<file path="config.mk">
export PLATFORM = sky130hd
export DESIGN_NAME = int_tx_flat
export DESIGN_NICKNAME = d
export VERILOG_FILES = /design/src/rtl/int_tx_pkg.sv /design/src/rtl/int_tx_if.sv /design/src/rtl/int_tx_dec.sv /design/src/rtl/int_tx.sv /design/src/flat_wrapper.sv
export SDC_FILE = /design/constraint.sdc
export NUM_CORES = 1
export LEC_CHECK = 0
export ABC_AREA = 1
export ABC_CLOCK_PERIOD_IN_PS = 2800
export CAP_MARGIN = 20
export CORE_UTILIZATION = 55
export DETAILED_ROUTE_END_ITERATION = 8
export HOLD_SLACK_MARGIN = 0.12
export PLACE_DENSITY = 0.86
export SYNTH_ARGS = -nofsm -noshare
export SYNTH_HDL_FRONTEND = slang
export SYNTH_SLANG_ARGS = --single-unit
</file>
<file path="constraint.sdc">
create_clock -name CLK -period 2.8 [get_ports CLK]
set_input_delay 0.84 -clock CLK [delete_from_list [all_inputs] [get_ports CLK]]
set_output_delay 0.84 -clock CLK [all_outputs]
set_load 0.02 [all_outputs]
</file>
<file path="src/rtl/int_tx_pkg.sv">
// Shared definitions for the integer-to-ASCII transmitter: FSM state
// encodings, ASCII constants and the decimal divisors.
package int_tx_pkg;

  typedef enum logic [2:0] {
    IDLE     = 3'd0,
    CONV_H   = 3'd1,
    CONV_T   = 3'd2,
    SEND_H   = 3'd3,
    SEND_T   = 3'd4,
    SEND_U   = 3'd5,
    SEND_LF  = 3'd6,
    WAIT_REL = 3'd7
  } state_t;

  localparam logic [7:0] ASCII_ZERO   = 8'h30;
  localparam logic [7:0] ASCII_LF     = 8'h0A;
  localparam logic [7:0] DIV_HUNDREDS = 8'd100;
  localparam logic [7:0] DIV_TENS     = 8'd10;

  // Map a decimal digit count onto its ASCII character (8-bit wrap).
  function automatic logic [7:0] to_ascii(input logic [7:0] digit);
    return ASCII_ZERO + digit;
  endfunction

endpackage

</file>
<file path="src/rtl/int_tx_if.sv">
// Request/FIFO-side signal bundle of int_tx. The master side is the
// transmitter; the slave side is the requester plus the TX FIFO.
interface int_tx_if;
  logic       enviar;
  logic       fifo_full;
  logic [7:0] DATO_ALU;
  logic       WR_FIFO;
  logic [7:0] data_fifo;

  modport master (
    input  enviar,
    input  fifo_full,
    input  DATO_ALU,
    output WR_FIFO,
    output data_fifo
  );

  modport slave (
    output enviar,
    output fifo_full,
    output DATO_ALU,
    input  WR_FIFO,
    input  data_fifo
  );
endinterface

</file>
<file path="src/rtl/int_tx_dec.sv">
// Subtractive binary-to-decimal step unit: for the current working value
// it reports whether another hundred/ten can be taken out and the
// remainder that results. The caller performs one step per cycle.
module int_tx_dec
  import int_tx_pkg::*;
(
  input  logic [7:0] value,
  output logic       ge_hundred,
  output logic [7:0] rem_hundred,
  output logic       ge_ten,
  output logic [7:0] rem_ten
);

  // Compare and subtract for both digit positions in parallel.
  always_comb begin
    ge_hundred  = (value >= DIV_HUNDREDS);
    rem_hundred = value - DIV_HUNDREDS;
    ge_ten      = (value >= DIV_TENS);
    rem_ten     = value - DIV_TENS;
  end

endmodule

</file>
<file path="src/rtl/int_tx.sv">
// Integer transmitter: latches an 8-bit value on a send request, converts
// it to three ASCII decimal digits by repeated subtraction, and writes the
// digits followed by a line feed into a TX FIFO, honouring fifo_full.
module int_tx
  import int_tx_pkg::*;
(
  input  logic       CLK,
  input  logic       RESET,
  int_tx_if.master   bus,
  output logic [2:0] STATE,
  output logic [7:0] AUX,
  output logic [7:0] I,
  output logic [7:0] J
);

  state_t     state;
  state_t     state_n;
  logic [7:0] aux_n;
  logic [7:0] i_n;
  logic [7:0] j_n;
  logic       wr_n;
  logic [7:0] data_n;

  logic       ge_hundred;
  logic [7:0] rem_hundred;
  logic       ge_ten;
  logic [7:0] rem_ten;

  int_tx_dec u_dec (
    .value       (AUX),
    .ge_hundred  (ge_hundred),
    .rem_hundred (rem_hundred),
    .ge_ten      (ge_ten),
    .rem_ten     (rem_ten)
  );

  assign STATE = state;

  // State register.
  always_ff @(posedge CLK) begin
    if (RESET) state <= IDLE;
    else       state <= state_n;
  end

  // Next state, conversion datapath and write strobe; the strobe defaults
  // low so it is only high for the single edge that issues a byte.
  always_comb begin
    state_n = state;
    aux_n   = AUX;
    i_n     = I;
    j_n     = J;
    wr_n    = 1'b0;
    data_n  = bus.data_fifo;
    case (state)
      IDLE: begin
        if (bus.enviar) begin
          aux_n   = bus.DATO_ALU;
          i_n     = '0;
          j_n     = '0;
          state_n = CONV_H;
        end
      end
      CONV_H: begin
        if (ge_hundred) begin
          aux_n = rem_hundred;
          i_n   = I + 8'd1;
        end else begin
          state_n = CONV_T;
        end
      end
      CONV_T: begin
        if (ge_ten) begin
          aux_n = rem_ten;
          j_n   = J + 8'd1;
        end else begin
          state_n = SEND_H;
        end
      end
      SEND_H: begin
        if (!bus.fifo_full) begin
          wr_n    = 1'b1;
          data_n  = to_ascii(I);
          state_n = SEND_T;
        end
      end
      SEND_T: begin
        if (!bus.fifo_full) begin
          wr_n    = 1'b1;
          data_n  = to_ascii(J);
          state_n = SEND_U;
        end
      end
      SEND_U: begin
        if (!bus.fifo_full) begin
          wr_n    = 1'b1;
          data_n  = to_ascii(AUX);
          state_n = SEND_LF;
        end
      end
      SEND_LF: begin
        if (!bus.fifo_full) begin
          wr_n    = 1'b1;
          data_n  = ASCII_LF;
          state_n = WAIT_REL;
        end
      end
      WAIT_REL: begin
        if (!bus.enviar) state_n = IDLE;
      end
      default: state_n = IDLE;
    endcase
  end

  // Output and working registers.
  always_ff @(posedge CLK) begin
    if (RESET) begin
      bus.WR_FIFO   <= 1'b0;
      bus.data_fifo <= '0;
      AUX           <= '0;
      I             <= '0;
      J             <= '0;
    end else begin
      bus.WR_FIFO   <= wr_n;
      bus.data_fifo <= data_n;
      AUX           <= aux_n;
      I             <= i_n;
      J             <= j_n;
    end
  end

endmodule

</file>
<file path="src/flat_wrapper.sv">
// flat-port wrapper written by rule: the top's interface ports become plain ports
module int_tx_flat import int_tx_pkg::*;
  (CLK, RESET, STATE, AUX, I, J, bus_enviar, bus_fifo_full, bus_DATO_ALU, bus_WR_FIFO, bus_data_fifo);
  int_tx_if bus_i ();
  input  logic CLK;
  input  logic RESET;
  output logic [2:0] STATE;
  output logic [7:0] AUX;
  output logic [7:0] I;
  output logic [7:0] J;
  input wire logic [$bits(bus_i.enviar)-1:0] bus_enviar;
  input wire logic [$bits(bus_i.fifo_full)-1:0] bus_fifo_full;
  input wire logic [$bits(bus_i.DATO_ALU)-1:0] bus_DATO_ALU;
  output wire logic [$bits(bus_i.WR_FIFO)-1:0] bus_WR_FIFO;
  output wire logic [$bits(bus_i.data_fifo)-1:0] bus_data_fifo;
  assign bus_i.enviar = bus_enviar;
  assign bus_i.fifo_full = bus_fifo_full;
  assign bus_i.DATO_ALU = bus_DATO_ALU;
  assign bus_WR_FIFO = bus_i.WR_FIFO;
  assign bus_data_fifo = bus_i.data_fifo;
  int_tx u_core (.CLK(CLK), .RESET(RESET), .bus(bus_i), .STATE(STATE), .AUX(AUX), .I(I), .J(J));
endmodule
</file>
Word-level counts from Yosys, hierarchy flattened

Index checks and enable logic that the tools add are counted.

Add/sub/neg operators: 7
$lt $le $gt $ge: 2
Equality and inequality tests: 17
Mux-type cells: 24
Bitwise logic cells: 1
Reduce and logical (&&, ||, !) cells: 12

Operators by type and width:

| kind                                                                    | number |
|---|---|
| 8-bit two-way mux                                                       | 10 |
| 8-bit one-hot mux with 2 select lines                                   | 2 |
| 8-bit one-hot mux with 4 select lines                                   | 1 |
| 6-bit by 8-bit adder with 8-bit output, first input constant            | 3 |
| 3-bit two-way mux                                                       | 8 |
| 3-bit one-hot mux with 8 select lines                                   | 1 |
| 8-bit one-hot mux with 3 select lines                                   | 1 |
| 8-bit by 1-bit adder with 8-bit output, second input constant           | 2 |
| 2-bit inequality test, second input constant                            | 8 |
| 3-bit == test, second input constant                                    | 4 |
| 8-bit by 4-bit >= comparator with 1-bit output, second input constant   | 1 |
| 8-bit by 7-bit >= comparator with 1-bit output, second input constant   | 1 |
| 8-bit AND reduction                                                     | 1 |
| 8-bit by 4-bit subtractor with 8-bit output, second input constant      | 1 |
| 8-bit by 7-bit subtractor with 8-bit output, second input constant      | 1 |
| 3-bit by 2-bit == test with 1-bit output, second input constant         | 2 |
| 3-bit AND reduction                                                     | 2 |
| 5-bit AND reduction                                                     | 1 |
| 2-bit by 1-bit inequality test with 1-bit output, second input constant | 2 |
| 4-bit AND reduction                                                     | 1 |
| 2-bit nonzero test                                                      | 2 |
| 4-bit nonzero test                                                      | 1 |
| 4-bit OR reduction                                                      | 1 |
| 3-bit by 1-bit == test with 1-bit output, second input constant         | 1 |
| 5 further kinds                                                         | 5 |

Bits in registers: 36
Input bits: 12
Logic and storage cells: 69

Depth between registers and ports, before layout

Depth in word-level cells: 4
Depth in mapped cells: 13

Modules after synthesis

A second synthesis with hierarchy kept.

Cells, all modules: 350
Area total of the unflattened synthesis: 2,344.7 um^2

Modules (own cells, without submodules):

| module     | instances | cells each | area each (um^2) | sequential area each (um^2) |
|---|---|---|---|---|
| int_tx     | 1         | 292        | 2,030.7          | 720.7 |
| int_tx_dec | 1         | 58         | 314.1            | 0.0 |

Worst setup path before layout

No wires, ideal clock.

Path kind: register to register
From: register u_core.AUX[2]
To: register u_core.AUX[4]
Library setup time: 0.113 ns
Arrival: 1.752 ns
Required time: 2.687 ns
Path slack: 0.935 ns
Stages on the path, launching flop included: 12
Path buffers: 1
Cell sequence: dfxtp_1 inv_1 ha_1 a21oi_1 inv_1 nor2_1 nand2_1 nand3_2 buf_4 nand2_1 nand2_1 nor2_1

Longest elaborated chain between the ends: 3

RTL lines:

| what                                                                         | line             | source |
|---|---|---|
| start: declaration                                                           | int_tx.sv:11     | `output logic [7:0] AUX,` |
| start signal: assignment                                                     | int_tx.sv:125    | `AUX <= aux_n;` |
| 8-bit by 4-bit subtractor with 8-bit output, or another cell as far along    | int_tx_dec.sv:19 | `rem_ten = value - DIV_TENS;` |
| 8-bit two-way mux, or another cell as far along                              | int_tx.sv:72     | `if (ge_ten) begin` |
| 8-bit one-hot mux with 3 select lines or 4-bit AND reduction (tied branches) | -                |  |

Parallel ways exist; a longest one is shown, timed or not. The select of a mux whose other input is x is not followed.
A chain may end at the register's enable or synchronous reset.

Worst setup path after layout

From: register u_core.state[2], in the netlist u_core.STATE[2]
To: output STATE[2]

RTL lines:

| what                     | line              | source |
|---|---|---|
| start: declaration       | int_tx.sv:16      | `state_t state;` |
| start signal: assignment | int_tx.sv:42      | `else state <= state_n;` |
| end: declaration         | flat_wrapper.sv:7 | `output logic [2:0] STATE;` |

No word-level cell between the ends.

==> reports/results.tsv <==
metric	value	unit
max_stage_delay	0.71	ns
post_cts_resize_count	0	
yosys-top-cells-area	dfxtp_1 (32%), nand2_1 (16%), nor2_1 (8.1%), a21oi_1 (6.4%), inv_1 (6.1%)	
layout_min_cycle_time	2.53	ns
area_growth	25.9	%
grt_use_met3	5.86	%
clock-sinks	36	
antenna_cells	0	
postCtsSetupBuffers	0	
final_cell_mix	nand2_1 (95), nor2_1 (49), clkdlybuf4s50_1 (47), inv_1 (37), dfxtp_1 (36)	
gp_congestion	0.936	
syn_nets	375	
critical_path_buf_inv_count	1	
ys_warn_count	0	
synthCells	355	
power_frac_seq	31.7	%
die_x	66.4	microns
cp.required	1.96	ns
slowest_stage	clkdlybuf4s50_1	
first_pass_iters	5	
finClkSkew	0.00550	ns
ant_nets	0	
powerDensity	832	nW/um^2
reg2reg_from	u_core.AUX[2]	
grtUsageMet2	48.2	%
synth_top_area_share	31.6	%
setup_violations	0	
use_met1	38.7	%
rsz0062_at_grt	false	
insertion_delay	0.29	ns
die_area	4400	sq um
synth_area	2280	sq um
critPathArrivalTime	1.69	ns
grt_max_degree	19	
finalCritPeriodShare	90.4	%
clockPowerShare	15.2	%
overflow	0	
initial_core_util	57.0	%
start_kind	flop	
swShare	48.6	%
dpl-instance-area	2780	sq um
path_cells	clkdlybuf4s50_1	
synth_top_area_cell	dfxtp_1	
p_leak	1.23	nW
layout_commonest_cell	nand2_1	
hold_buffers	0	
vdd_drop_max	0.547	mV
clk_pin_slew	0.07	ns
ys_ff_latch	36	
ys_types	33	
fin_area	2870	sq um
finalNonFillerCells	455	
fmax	0.395	GHz
grt_pass1_wl	9.85	mm
drt-initial-drc-count	231	
min-delay-path-class	flop to flop	
via_count	2507	
antenna_found_initial	0	
ioPinCount	48	
grt_util_all_layers	29.3	%
p_sw	1.16	mW
tightest_slew	0.584	ns
drive_above_1_share	5.93	%
drv_cap	0	
cts_root_buf	clkbuf_8	
fp.dieH	66.4	microns
wl	5.93	mm
post-dp-hpwl	4.45	mm
p_int	1.23	mW
dp_cells	447	
critPathTopFamily	buffers and inverters	
grt_pass1_vias	2170	
avgRoutedWirePerCell	13.0	microns
slew_viol_final	0	
p_comb_share	53.2	%
postSynthAreaPerCell	6.42	sq um
fin_nets	424	
numPortBuffers	47	
yosysSeqAreaShare	31.6	%
crit_start	u_core.STATE[2]	
gr-max-usage-layer	met2	
cp_max_fo	15	
cts_max_path_buffers	2	
vias_per_cell	5.51	
status	complete, no violations	
h-tree-depth	2	
slew_headroom	61.0	%
end_kind	primary output	
worstHoldStart	u_core.bus.data_fifo[4]	
core_area	4000	sq um
finalHoldViolCount	0	
cts_inserted_buffers	5	
drc	0	
crit_type	flop to primary output	
rows	23	
tns	0	ns
cts_tree	yes	
## layer usage
metal / routed length, microns / part of all wire [%]
met3: 344 / 5.8
met1: 2700 / 46
met2: 2800 / 47
met4: 79 / 1.3
met5: 0 / 0
## cell families (layout without fill, tap and decap cells)
logic type                 count (synthesis)  after routing  synth area share, %
and+or+nand+nor                          195            195                 37.8
AOI/OAI and AO/OA                         60             60                 14.7
buffers and inverters                     49             99                 8.79
DFF                                       36             36                 31.6
adders and majority gates                  8              8                 4.39
xor gates and xnor gates                   7              7                 2.69
## per-stage QoR
stage	utilization, %	setup WS (ns)	power, mW	hold slack (ns)
after global placement	69.6	0.558	1.99	0.455
final	71.7	0.268	2.39	0.464
after global routing	71.7	0.141	2.57	0.492
after detailed placement	69.6	0.517	2.01	0.459
after CTS	71.7	0.281	2.37	0.470
after floorplan	-	0.935	1.63	0.543
## path summary, 6_finish.rpt
check,end,slack (ns),cells after the start
worst max register to register,u_core.AUX[1],0.60,9
worst min register to register,u_core.bus.data_fifo[4],0.46,2
worst max-delay path,STATE[2],0.27,1
worst min-delay path,u_core.bus.data_fifo[4],0.46,2
## final cells by class
cell class / count / area [sq um]
clock buffer: 7 / 76.3
clock inverter: 1 / 8.76
fill: 349 / 1130
inverter: 42 / 158
multi-input combinational: 270 / 1360
sequential: 36 / 721
tap: 50 / 62.6
timing repair buffer: 49 / 485
## registers in the layout, indices dropped and copies added (netlist names)
register	count
u_core.I	8
u_core.AUX	8
u_core.J	8
u_core.bus.WR_FIFO	1
u_core.bus.data_fifo	8
u_core.STATE	3
## synth_stat cells
master,n
xnor2_1,2
clkbuf_1,2
nor3_1,4
nand4_1,10
nor3_4,1
nor3b_1,1
o21ai_2,1
nor3_2,1
or2_2,1
o221ai_1,2
and3_1,1
nor2_4,2
buf_4,4
nor2_2,1
nand3_1,25
o21ai_0,19
buf_2,1
nand2_4,1
a31oi_1,2
ha_1,8
inv_1,37
o211ai_1,2
nor2_1,49
a21oi_1,29
inv_2,5
xor2_1,5
nand2_1,95
dfxtp_1,36
nand3_2,2
nand2_2,1
o21bai_1,1
o31ai_1,1
a221oi_1,3
## power by group through the flow
stage	combinational, mW	clock, mW	sequential (mW)
floorplan	0.818	0	0.813
global placement	1.23	0	0.762
detailed placement	1.25	0	0.767
CTS	1.26	0.363	0.755
global route	1.40	0.396	0.773
finish	1.27	0.362	0.757
## worst min-delay path, stage by stage, from the launching register on
cell and delay [ns]:
dfxtp_1 0.31, nand2_1 0.06, a21oi_1 0.05
No activity file was read; power rests on OpenSTA's default activity.
